--- config.mk ---
export PLATFORM = sky130hd
export DESIGN_NAME = input_current_accumulator_flat
export DESIGN_NICKNAME = d
export VERILOG_FILES = /design/src/rtl/snn_pkg.sv /design/src/rtl/input_current_accumulator_if.sv /design/src/rtl/lane_adder_tree.sv /design/src/rtl/input_current_accumulator.sv /design/src/flat_wrapper.sv
export SDC_FILE = /design/constraint.sdc
export NUM_CORES = 1
export LEC_CHECK = 0
export CAP_MARGIN = 30
export CORE_MARGIN = 4
export CORE_UTILIZATION = 35
export CTS_BUF_LIST = sky130_fd_sc_hd__clkbuf_8
export DETAILED_ROUTE_END_ITERATION = 8
export PLACE_DENSITY = 0.72
export SETUP_SLACK_MARGIN = 0.4
export SLEW_MARGIN = 20
export SYNTH_ARGS = -nofsm -noshare
export SYNTH_HDL_FRONTEND = slang
export SYNTH_SLANG_ARGS = --single-unit
--- constraint.sdc ---
create_clock -name clk -period 14.7 [get_ports clk]
set_input_delay 2.94 -clock clk [delete_from_list [all_inputs] [get_ports clk]]
set_output_delay 2.94 -clock clk [all_outputs]
set_load 0.1 [all_outputs]
--- src/rtl/snn_pkg.sv ---
// Shared SNN helpers: default widths, ceil-log2, and signed saturation to an
// arbitrary output width.
package snn_pkg;

    localparam int WW_DEF = 8;
    localparam int OW_DEF = 8;

    typedef enum logic {
        IDLE  = 1'b0,
        ACCUM = 1'b1
    } acc_state_t;

    function automatic int clog2(input int n);
        int r;
        int v;
        r = 0;
        v = 1;
        while (v < n) begin
            v = v * 2;
            r++;
        end
        return r;
    endfunction

    // Clamp a wide signed value into the two's complement range of ow bits.
    function automatic logic signed [63:0] saturate(input logic signed [63:0] v,
                                                    input int ow,
                                                    output logic sat);
        logic signed [63:0] omax;
        logic signed [63:0] omin;
        logic signed [63:0] res;
        omax = (64'sd1 <<< (ow - 1)) - 64'sd1;
        omin = -(64'sd1 <<< (ow - 1));
        sat  = 1'b0;
        res  = v;
        if (v > omax) begin
            res = omax;
            sat = 1'b1;
        end else if (v < omin) begin
            res = omin;
            sat = 1'b1;
        end
        return res;
    endfunction

endpackage

--- src/rtl/input_current_accumulator_if.sv ---
// Start/busy/done handshake and data bus of the input-current accumulator.
interface input_current_accumulator_if #(
    parameter int M  = 24,
    parameter int WW = 8,
    parameter int OW = 8
);
    logic             start;
    logic [M-1:0]     input_spikes;
    logic [M*WW-1:0]  weights;
    logic             busy;
    logic             done;
    logic [OW-1:0]    input_current;
    logic             saturated;

    modport master (
        output start, input_spikes, weights,
        input  busy, done, input_current, saturated
    );

    modport slave (
        input  start, input_spikes, weights,
        output busy, done, input_current, saturated
    );
endinterface

--- src/rtl/lane_adder_tree.sv ---
// Combinational sum of one chunk: each lane adds its extended weight when its
// spike bit is set.
module lane_adder_tree #(
    parameter int LANES    = 4,
    parameter int WW       = 8,
    parameter int ACC_W    = 14,
    parameter bit SIGNED_W = 1'b1
) (
    input  logic [LANES-1:0]          spikes,
    input  logic [LANES-1:0][WW-1:0]  weights,
    output logic signed [ACC_W-1:0]   partial
);

    logic signed [ACC_W-1:0] term [LANES];

    for (genvar j = 0; j < LANES; j++) begin : g_lane
        logic sx;
        assign sx      = SIGNED_W ? weights[j][WW-1] : 1'b0;
        assign term[j] = spikes[j] ? {{(ACC_W-WW){sx}}, weights[j]} : '0;
    end

    always_comb begin
        partial = '0;
        for (int j = 0; j < LANES; j++) begin
            partial = partial + term[j];
        end
    end

endmodule

--- src/rtl/input_current_accumulator.sv ---
// Time-multiplexed input-current accumulator: sums LANES synapses per cycle
// over ceil(M/LANES) cycles, then saturates into an OW-bit signed current.
module input_current_accumulator
    import snn_pkg::*;
#(
    parameter int M        = 24,
    parameter int LANES    = 4,
    parameter int WW       = WW_DEF,
    parameter int OW       = OW_DEF,
    parameter bit SIGNED_W = 1'b1
) (
    input logic                          clk,
    input logic                          reset,
    input_current_accumulator_if.slave   bus
);

    localparam int NCHUNK = (M + LANES - 1) / LANES;
    localparam int ACC_W  = WW + clog2(M) + 1;
    localparam int IDX_W  = (NCHUNK > 1) ? clog2(NCHUNK) : 1;
    localparam int NPAD   = NCHUNK * LANES;

    acc_state_t              state, state_nx;
    logic [IDX_W-1:0]        idx, idx_nx;
    logic signed [ACC_W-1:0] acc, acc_nx;
    logic [M-1:0]            spk_lat, spk_nx;
    logic                    done_r, done_nx;
    logic [OW-1:0]           cur, cur_nx;
    logic                    sat_r, sat_nx;

    // Pad to a whole number of chunks so the tail lanes read zeros.
    logic [NPAD-1:0]         spk_pad;
    logic [NPAD-1:0][WW-1:0] w_pad;
    logic [LANES-1:0]          lane_spk;
    logic [LANES-1:0][WW-1:0]  lane_w;
    logic signed [ACC_W-1:0] partial;
    logic signed [ACC_W-1:0] sum;
    logic signed [63:0]      sat_val;
    logic                    sat_flag;
    logic                    unused_hi;

    always_comb begin
        spk_pad = '0;
        w_pad   = '0;
        for (int i = 0; i < M; i++) begin
            spk_pad[i] = spk_lat[i];
            w_pad[i]   = bus.weights[i*WW +: WW];
        end
    end

    assign lane_spk = spk_pad[int'(idx)*LANES +: LANES];
    assign lane_w   = w_pad[int'(idx)*LANES +: LANES];

    lane_adder_tree #(
        .LANES    (LANES),
        .WW       (WW),
        .ACC_W    (ACC_W),
        .SIGNED_W (SIGNED_W)
    ) u_tree (
        .spikes  (lane_spk),
        .weights (lane_w),
        .partial (partial)
    );

    always_comb begin
        state_nx  = state;
        idx_nx    = idx;
        acc_nx    = acc;
        spk_nx    = spk_lat;
        done_nx   = 1'b0;
        cur_nx    = cur;
        sat_nx    = sat_r;
        sum       = acc + partial;
        sat_val   = saturate(64'(sum), OW, sat_flag);
        unused_hi = ^sat_val[63:OW];
        case (state)
            IDLE: begin
                if (bus.start) begin
                    spk_nx   = bus.input_spikes;
                    acc_nx   = '0;
                    idx_nx   = '0;
                    state_nx = ACCUM;
                end
            end
            ACCUM: begin
                if (idx == IDX_W'(NCHUNK - 1)) begin
                    cur_nx   = sat_val[OW-1:0];
                    sat_nx   = sat_flag;
                    done_nx  = 1'b1;
                    state_nx = IDLE;
                end else begin
                    acc_nx = sum;
                    idx_nx = idx + IDX_W'(1);
                end
            end
            default: state_nx = IDLE;
        endcase
    end

    always_ff @(posedge clk or posedge reset) begin
        if (reset) begin
            state   <= IDLE;
            idx     <= '0;
            acc     <= '0;
            spk_lat <= '0;
            done_r  <= 1'b0;
            cur     <= '0;
            sat_r   <= 1'b0;
        end else begin
            state   <= state_nx;
            idx     <= idx_nx;
            acc     <= acc_nx;
            spk_lat <= spk_nx;
            done_r  <= done_nx;
            cur     <= cur_nx;
            sat_r   <= sat_nx;
        end
    end

    assign bus.busy          = (state == ACCUM);
    assign bus.done          = done_r;
    assign bus.input_current = cur;
    assign bus.saturated     = sat_r;

endmodule

--- src/flat_wrapper.sv ---
// flat-port wrapper written by rule: the top's interface ports become plain ports
module input_current_accumulator_flat import snn_pkg::*;
#(
    parameter int M        = 24,
    parameter int LANES    = 4,
    parameter int WW       = WW_DEF,
    parameter int OW       = OW_DEF,
    parameter bit SIGNED_W = 1'b1
)
  (clk, reset, bus_start, bus_input_spikes, bus_weights, bus_busy, bus_done, bus_input_current, bus_saturated);
  input_current_accumulator_if #(.M(M), .WW(WW), .OW(OW)) bus_i ();
  input logic clk;
  input logic reset;
  input wire logic [$bits(bus_i.start)-1:0] bus_start;
  input wire logic [$bits(bus_i.input_spikes)-1:0] bus_input_spikes;
  input wire logic [$bits(bus_i.weights)-1:0] bus_weights;
  output wire logic [$bits(bus_i.busy)-1:0] bus_busy;
  output wire logic [$bits(bus_i.done)-1:0] bus_done;
  output wire logic [$bits(bus_i.input_current)-1:0] bus_input_current;
  output wire logic [$bits(bus_i.saturated)-1:0] bus_saturated;
  assign bus_i.start = bus_start;
  assign bus_i.input_spikes = bus_input_spikes;
  assign bus_i.weights = bus_weights;
  assign bus_busy = bus_i.busy;
  assign bus_done = bus_i.done;
  assign bus_input_current = bus_i.input_current;
  assign bus_saturated = bus_i.saturated;
  input_current_accumulator #(.M(M), .LANES(LANES), .WW(WW), .OW(OW), .SIGNED_W(SIGNED_W)) u_core (.clk(clk), .reset(reset), .bus(bus_i));
endmodule
# Word-level counts from Yosys, hierarchy flattened
# Index checks and enable logic that the tools add are counted.
# Widths: inputs -> output; s select.
totals:
  reg_bits: 52
  in_bits: 219
  out_inout_bits: 11
classes:
  add_sub_neg: 5
  magnitude_cmp: 2
  eq_ne: 3
  shift: 9
  n_mux: 19
  bitwise_logic: 1
  reduce_logical: 3
ops:
  columns: ["cell", "count"]
  rows:
  - ["$shiftx 24x6->4", 9]
  - ["$mux 14", 6]
  - ["$add 14x14->14", 4]
  - ["$pmux 14 s2", 1]
  - ["$mux 8", 2]
  - ["$gt 14x8->1 const B", 1]
  - ["$lt 14x8->1 const B", 1]
  - ["$mux 1", 6]
  - ["$mux 3", 2]
  - ["$pmux 3 s2", 1]
  - ["$reduce_and 2->1", 3]
  - ["$ne 2x2->1 const B", 2]
  - ["$add 3x1->3 const B", 1]
  - ["$eq 3x3->1 const B", 1]
  - ["$pmux 1 s2", 1]
  - ["$not 1->1", 1]

# Depth between registers and ports, before layout
logic_depth:
  ltp_word: 9
  ltp_mapped: 22
  mapped_depth_nobuf: 20

# Modules after synthesis
# From an unflattened synthesis, not the netlist that was laid out.
unflattened:
  cells_unflattened: 587
  hier_area_um2: 5358.9
by_module_without_submodules:
  columns: ["module", "instances", "cells_each", "area_each_um2", "seq_area_each_um2"]
  rows:
  - ["input_current_accumulator", 1, 463, 4334.2, 1301.2]
  - ["lane_adder_tree", 1, 124, 1024.7, 0.0]

# Least setup slack after synthesis
# Ideal clock, no wire load.
synth_path:
  kind: "input port to flip-flop"
  startpoint: "input port bus_weights[55]"
  endpoint: "register u_core.cur[0] (netlist: u_core.bus.input_current[0])"
  setup_time_ns: 0.069
  arrival_time_ns: 7.612
  required_time_ns: 14.631
  path_slack_ns: 7.019
  stages: 14
  cell_sequence: "mux4_2 -> a21oi_1 -> or2_2 -> fa_1 -> inv_1 -> fa_1 -> fa_1 -> ha_1 -> clkbuf_1 -> mux2_4 -> or4_4 -> or3_4 -> o41ai_4 -> o221a_1"
synth_via:
  elab_chain_len: 8
synth_rtl:
  columns: ["item", "line", "rtl"]
  rows:
  - ["from (decl)", "flat_wrapper.sv:16", "input wire logic [$bits(bus_i.weights)-1:0] bus_weights;"]
  - ["$shiftx 24x6->4 *", "input_current_accumulator.sv:51", "assign lane_w = w_pad[int'(idx)*LANES +: LANES];"]
  - ["$mux 14 *", "lane_adder_tree.sv:19", "assign term[j] = spikes[j] ? {{(ACC_W-WW){sx}}, weights[j]} : '0;"]
  - ["$add 14x14->14 * (2 in series)", "lane_adder_tree.sv:25", "partial = partial + term[j];"]
  - ["$add 14x14->14 *", "input_current_accumulator.sv:72", "sum = acc + partial;"]
  - ["$lt 14x8->1", "snn_pkg.sv:39", "end else if (v < omin) begin"]
  - ["$mux 8", "snn_pkg.sv:39", null]
  - ["$mux 8 *", "snn_pkg.sv:36", "if (v > omax) begin"]
  - ["to (signal assigned)", "input_current_accumulator.sv:114", "cur <= cur_nx;"]
  - ["to (decl)", "input_current_accumulator.sv:27", "logic [OW-1:0] cur, cur_nx;"]
# Every way passes the cells marked *; elsewhere a longest branch is shown, timed or not.
# A chain may end at the register's enable or synchronous reset.

# Worst setup path after layout
layout_path:
  startpoint: "input port bus_weights[89]"
  endpoint: "register u_core.cur[5] (netlist: u_core.bus.input_current[5])"
layout_via:
  elab_chain_len: 7
layout_rtl:
  columns: ["item", "line"]
  rows:
  - ["$shiftx 24x6->4 *", "input_current_accumulator.sv:51"]
  - ["$mux 14 *", "lane_adder_tree.sv:19"]
  - ["$add 14x14->14 *", "lane_adder_tree.sv:25"]
  - ["$add 14x14->14 *", "input_current_accumulator.sv:72"]
  - ["$lt 14x8->1", "snn_pkg.sv:39"]
  - ["$mux 8", "snn_pkg.sv:39"]
  - ["$mux 8 *", "snn_pkg.sv:36"]
# Marked as above.

==> results.sh <==
export IMPL_hold_violations=0
export IMPL_vias=5039
export IMPL_globalplace_congestion=0.860
export IMPL_vias_per_cell=5.17
export IMPL_path_buf_inv=4
export IMPL_post_cts_buffers=0
export IMPL_wire_per_inst_um=18.2
export IMPL_die_w_um=131
export IMPL_worstSetupEndpointType="register"
export IMPL_fp_dieArea_um2=17200
export IMPL_maxClockFrequency_mhz=122
export IMPL_clk_pin_slew_ns=0.09
export IMPL_grt_max_degree=53
export IMPL_worst_pin_slew_ns=0.982
export IMPL_n_antenna_cell=0
export IMPL_synthArstFlopShare_pct=100
export IMPL_antenna_found_initial=0
export IMPL_synth_cell_types=53
export IMPL_synth_top_area_cell="dfrtp_1"
export IMPL_core_area_um2=14700
export IMPL_dp_cells=967
export IMPL_crit_chain="clkdlybuf4s50_1, mux4_2, a21oi_1, nor2_1, fa_1, inv_1, fa_1, inv_1, fa_1, ha_1, inv_1, fa_1, nor2b_1, o31a_1, o311ai_1, nor3b_1, nor4_2, a21oi_1, o221a_1"
export IMPL_gr_usage_all_layers_pct=20.1
export IMPL_synth_avg_cell_area_um2=9.15
export IMPL_drive_gt1_share_pct=9.23
export IMPL_max_cap_violations=0
export IMPL_seq_area_frac_synth_pct=24.6
export IMPL_syn_nets=844
export IMPL_grt_pass1_wl_mm=26.8
export IMPL_finClkSkew_ns=0.00989
export IMPL_required_ns=14.94
export IMPL_worst_slack_ns=6.47
export IMPL_syn_inst=579
export IMPL_cts_tree="yes"
export IMPL_cp_data_arrival_time_ns=8.47
export IMPL_post_place_ws_ns=6.23
export IMPL_ys_seq_elements=52
export IMPL_drt_iter0_drc=290
export IMPL_cts_hold_fix_buffers=0
export IMPL_cpPeakStageDelay_ns=0.56
export IMPL_start_util_pct=36.0
export IMPL_post_route_util_pct=53.4
export IMPL_criticalPathCategory="in -> reg"
export IMPL_cp_max_fo=6
export IMPL_io_buffers=229
export IMPL_path_common_cell="fa_1"
export IMPL_syn_area_um2=5300
export IMPL_dp_hpwl_mm=14.6
export IMPL_fin_nets=1055
export IMPL_rsz0062_at_grt="no"
export IMPL_maxSlewViolCount=0
export IMPL_clock_sinks=52
export IMPL_ioPinCount=230
export IMPL_cts_resized=0
export IMPL_syn2layout_area_growth_pct=48.2
export IMPL_cp_slowest_cell="fa_1"
export IMPL_synth_edf_count=0
export IMPL_hp_class="reg -> reg"
export IMPL_clkLatencyLatePin_ns=0.31
export IMPL_drt_pass1_iter_count=5
export IMPL_cts_buffer_depth=2
export IMPL_finalCriticalPeriod_ns=8.23
export IMPL_path_delay_family="adder cells"
export IMPL_cts_root_buf="clkbuf_8"
export IMPL_dominantRegCellSynth="dfrtp_1"
export IMPL_finalCritPeriodShare_pct=56.0
export IMPL_stdcell_count=975
export IMPL_routed_wl_mm=17.7
export IMPL_cts_htree_levels=2
export IMPL_synth_area_leaders="dfrtp_1, mux4_2, fa_1"
export IMPL_ys_warnings_count=0
export IMPL_netlist_area_leader_share_pct=24.6
export IMPL_grt_overflow=0
export IMPL_drtAntennaViolNets=0
export IMPL_fin_setup_tns_ns=0
export IMPL_drcViolationCount=0
export IMPL_slew_headroom_pct=34.4
export IMPL_status="finished clean"
export IMPL_cts_made_buffers=5
export IMPL_std_cell_rows=44
export IMPL_die_h_um=131
export IMPL_grt_pass1_vias=5124
export IMPL_cp_start_kind="input port"
export IMPL_setup_violations=0
## metrics by stage
step           hold WS (ns)  area [um^2]
2_1_floorplan         0.440         5300
6_report              0.479         7850
5_1_grt               0.511         7850
4_1_cts               0.480         7850
3_5_place_dp          0.457         7760
3_3_place_gp          0.455         7740
## final timing paths
| kind | to | cells after the start | slack (ns) | startpoint |
|---|---|---|---|---|
| worst max-delay path | u_core.bus.input_current[5] | 19 | 6.47 | bus_weights[89] |
| worst min-delay path | u_core.spk_lat[12] | 2 | 0.48 | u_core.spk_lat[12] |
| worst max register to register | u_core.bus.input_current[5] | 22 | 7.74 | u_core.idx[1] |
| worst min register to register | u_core.spk_lat[12] | 2 | 0.48 | u_core.spk_lat[12] |
| max in group asynchronous | u_core.idx[0] | 3 | 11.15 | reset |
| min in group asynchronous | u_core.spk_lat[18] | 2 | 3.01 | reset |
## cells in the mapped netlist (4+ instances only)
cell type,number
nor2b_1,6
inv_1,45
mux4_2,36
buf_2,4
or2_2,8
nand3_1,19
fa_1,29
mux2i_1,36
a211oi_1,4
o221a_1,6
ha_1,17
dfrtp_1,52
nand2_1,106
a21o_1,4
o21ai_0,24
buf_1,9
a21oi_1,45
nor2_1,60
clkbuf_1,16
xnor2_1,5
## final cells by class
type,count,area (um^2)
repair buffers,236,2360
clock buffers,6,82.6
inverters,46,173
multi-input cells,449,3690
clock inverters,2,13.8
fillers,1329,6850
flip-flops and latches,52,1310
well taps,184,230
## tightest hold or removal path, cell delays in order (launching register included)
cell and delay (ns):
dfrtp_1 0.35, nand2_1 0.05, nand2_1 0.05
## metal layers
metal,wire length (um),vias up,part of all wire (%),track usage [%]
met5,0,-,0,0
met4,142,0,0.80,2.78
met3,1440,8,8.1,3.58
met2,8710,187,49,36.1
met1,7450,2398,42,26.1
li1,-,2446,-,-
## cells in the final DEF, fill, tap and decap left out, types with 2 or more instances in the layout
| cell type | synthesis | final |
|---|---|---|
| ha_1 | 17 | 17 |
| nor2b_1 | 6 | 5 |
| clkdlybuf4s50_1 | 0 | 229 |
| clkbuf_8 | 0 | 6 |
| mux2_2 | 3 | 3 |
| o31ai_1 | 2 | 2 |
| mux4_2 | 36 | 36 |
| a211oi_1 | 4 | 4 |
| nor3b_1 | 3 | 3 |
| fa_1 | 29 | 29 |
| a21o_1 | 4 | 4 |
| nor3_1 | 2 | 2 |
| o211a_1 | 3 | 3 |
| dfrtp_1 | 52 | 51 |
| o21ai_0 | 24 | 24 |
| nor2_1 | 60 | 60 |
| nand2_1 | 106 | 106 |
| inv_1 | 45 | 44 |
| xnor2_1 | 5 | 5 |
| or2_2 | 8 | 8 |
| buf_4 | 3 | 6 |
| nand3_1 | 19 | 19 |
| o21a_1 | 2 | 2 |
| o221a_1 | 6 | 6 |
| a21oi_1 | 45 | 45 |
| o211ai_1 | 3 | 3 |
| mux2i_1 | 36 | 36 |
| xor2_1 | 2 | 2 |
| nand2b_1 | 2 | 2 |
## sequential cells by signal (all words and copies together) (netlist names)
register,cells
u_core.spk_lat,24
u_core.acc,14
u_core.bus.input_current,8
u_core.idx,3
u_core.bus.busy,1
u_core.bus.done,1
u_core.bus.saturated,1
## cells by family (layout without fill, tap and decap cells)
| family | Yosys count | in the layout | share of synthesized area, % |
|---|---|---|---|
| XOR/XNOR | 7 | 7 | 1.16 |
| buffers and inverters | 78 | 290 | 5.83 |
| multiplexers | 76 | 76 | 23.0 |
| AND/OR/NAND/NOR | 216 | 216 | 17.7 |
| AO/OA/AOI/OAI | 104 | 104 | 12.8 |
| flip-flops | 52 | 52 | 24.6 |
| adder cells (fa/ha/maj) | 46 | 46 | 15.0 |
Power is left out: the tool's default activity adds up to more than one toggle a clock period on the data nets, which glitch-free logic cannot reach.
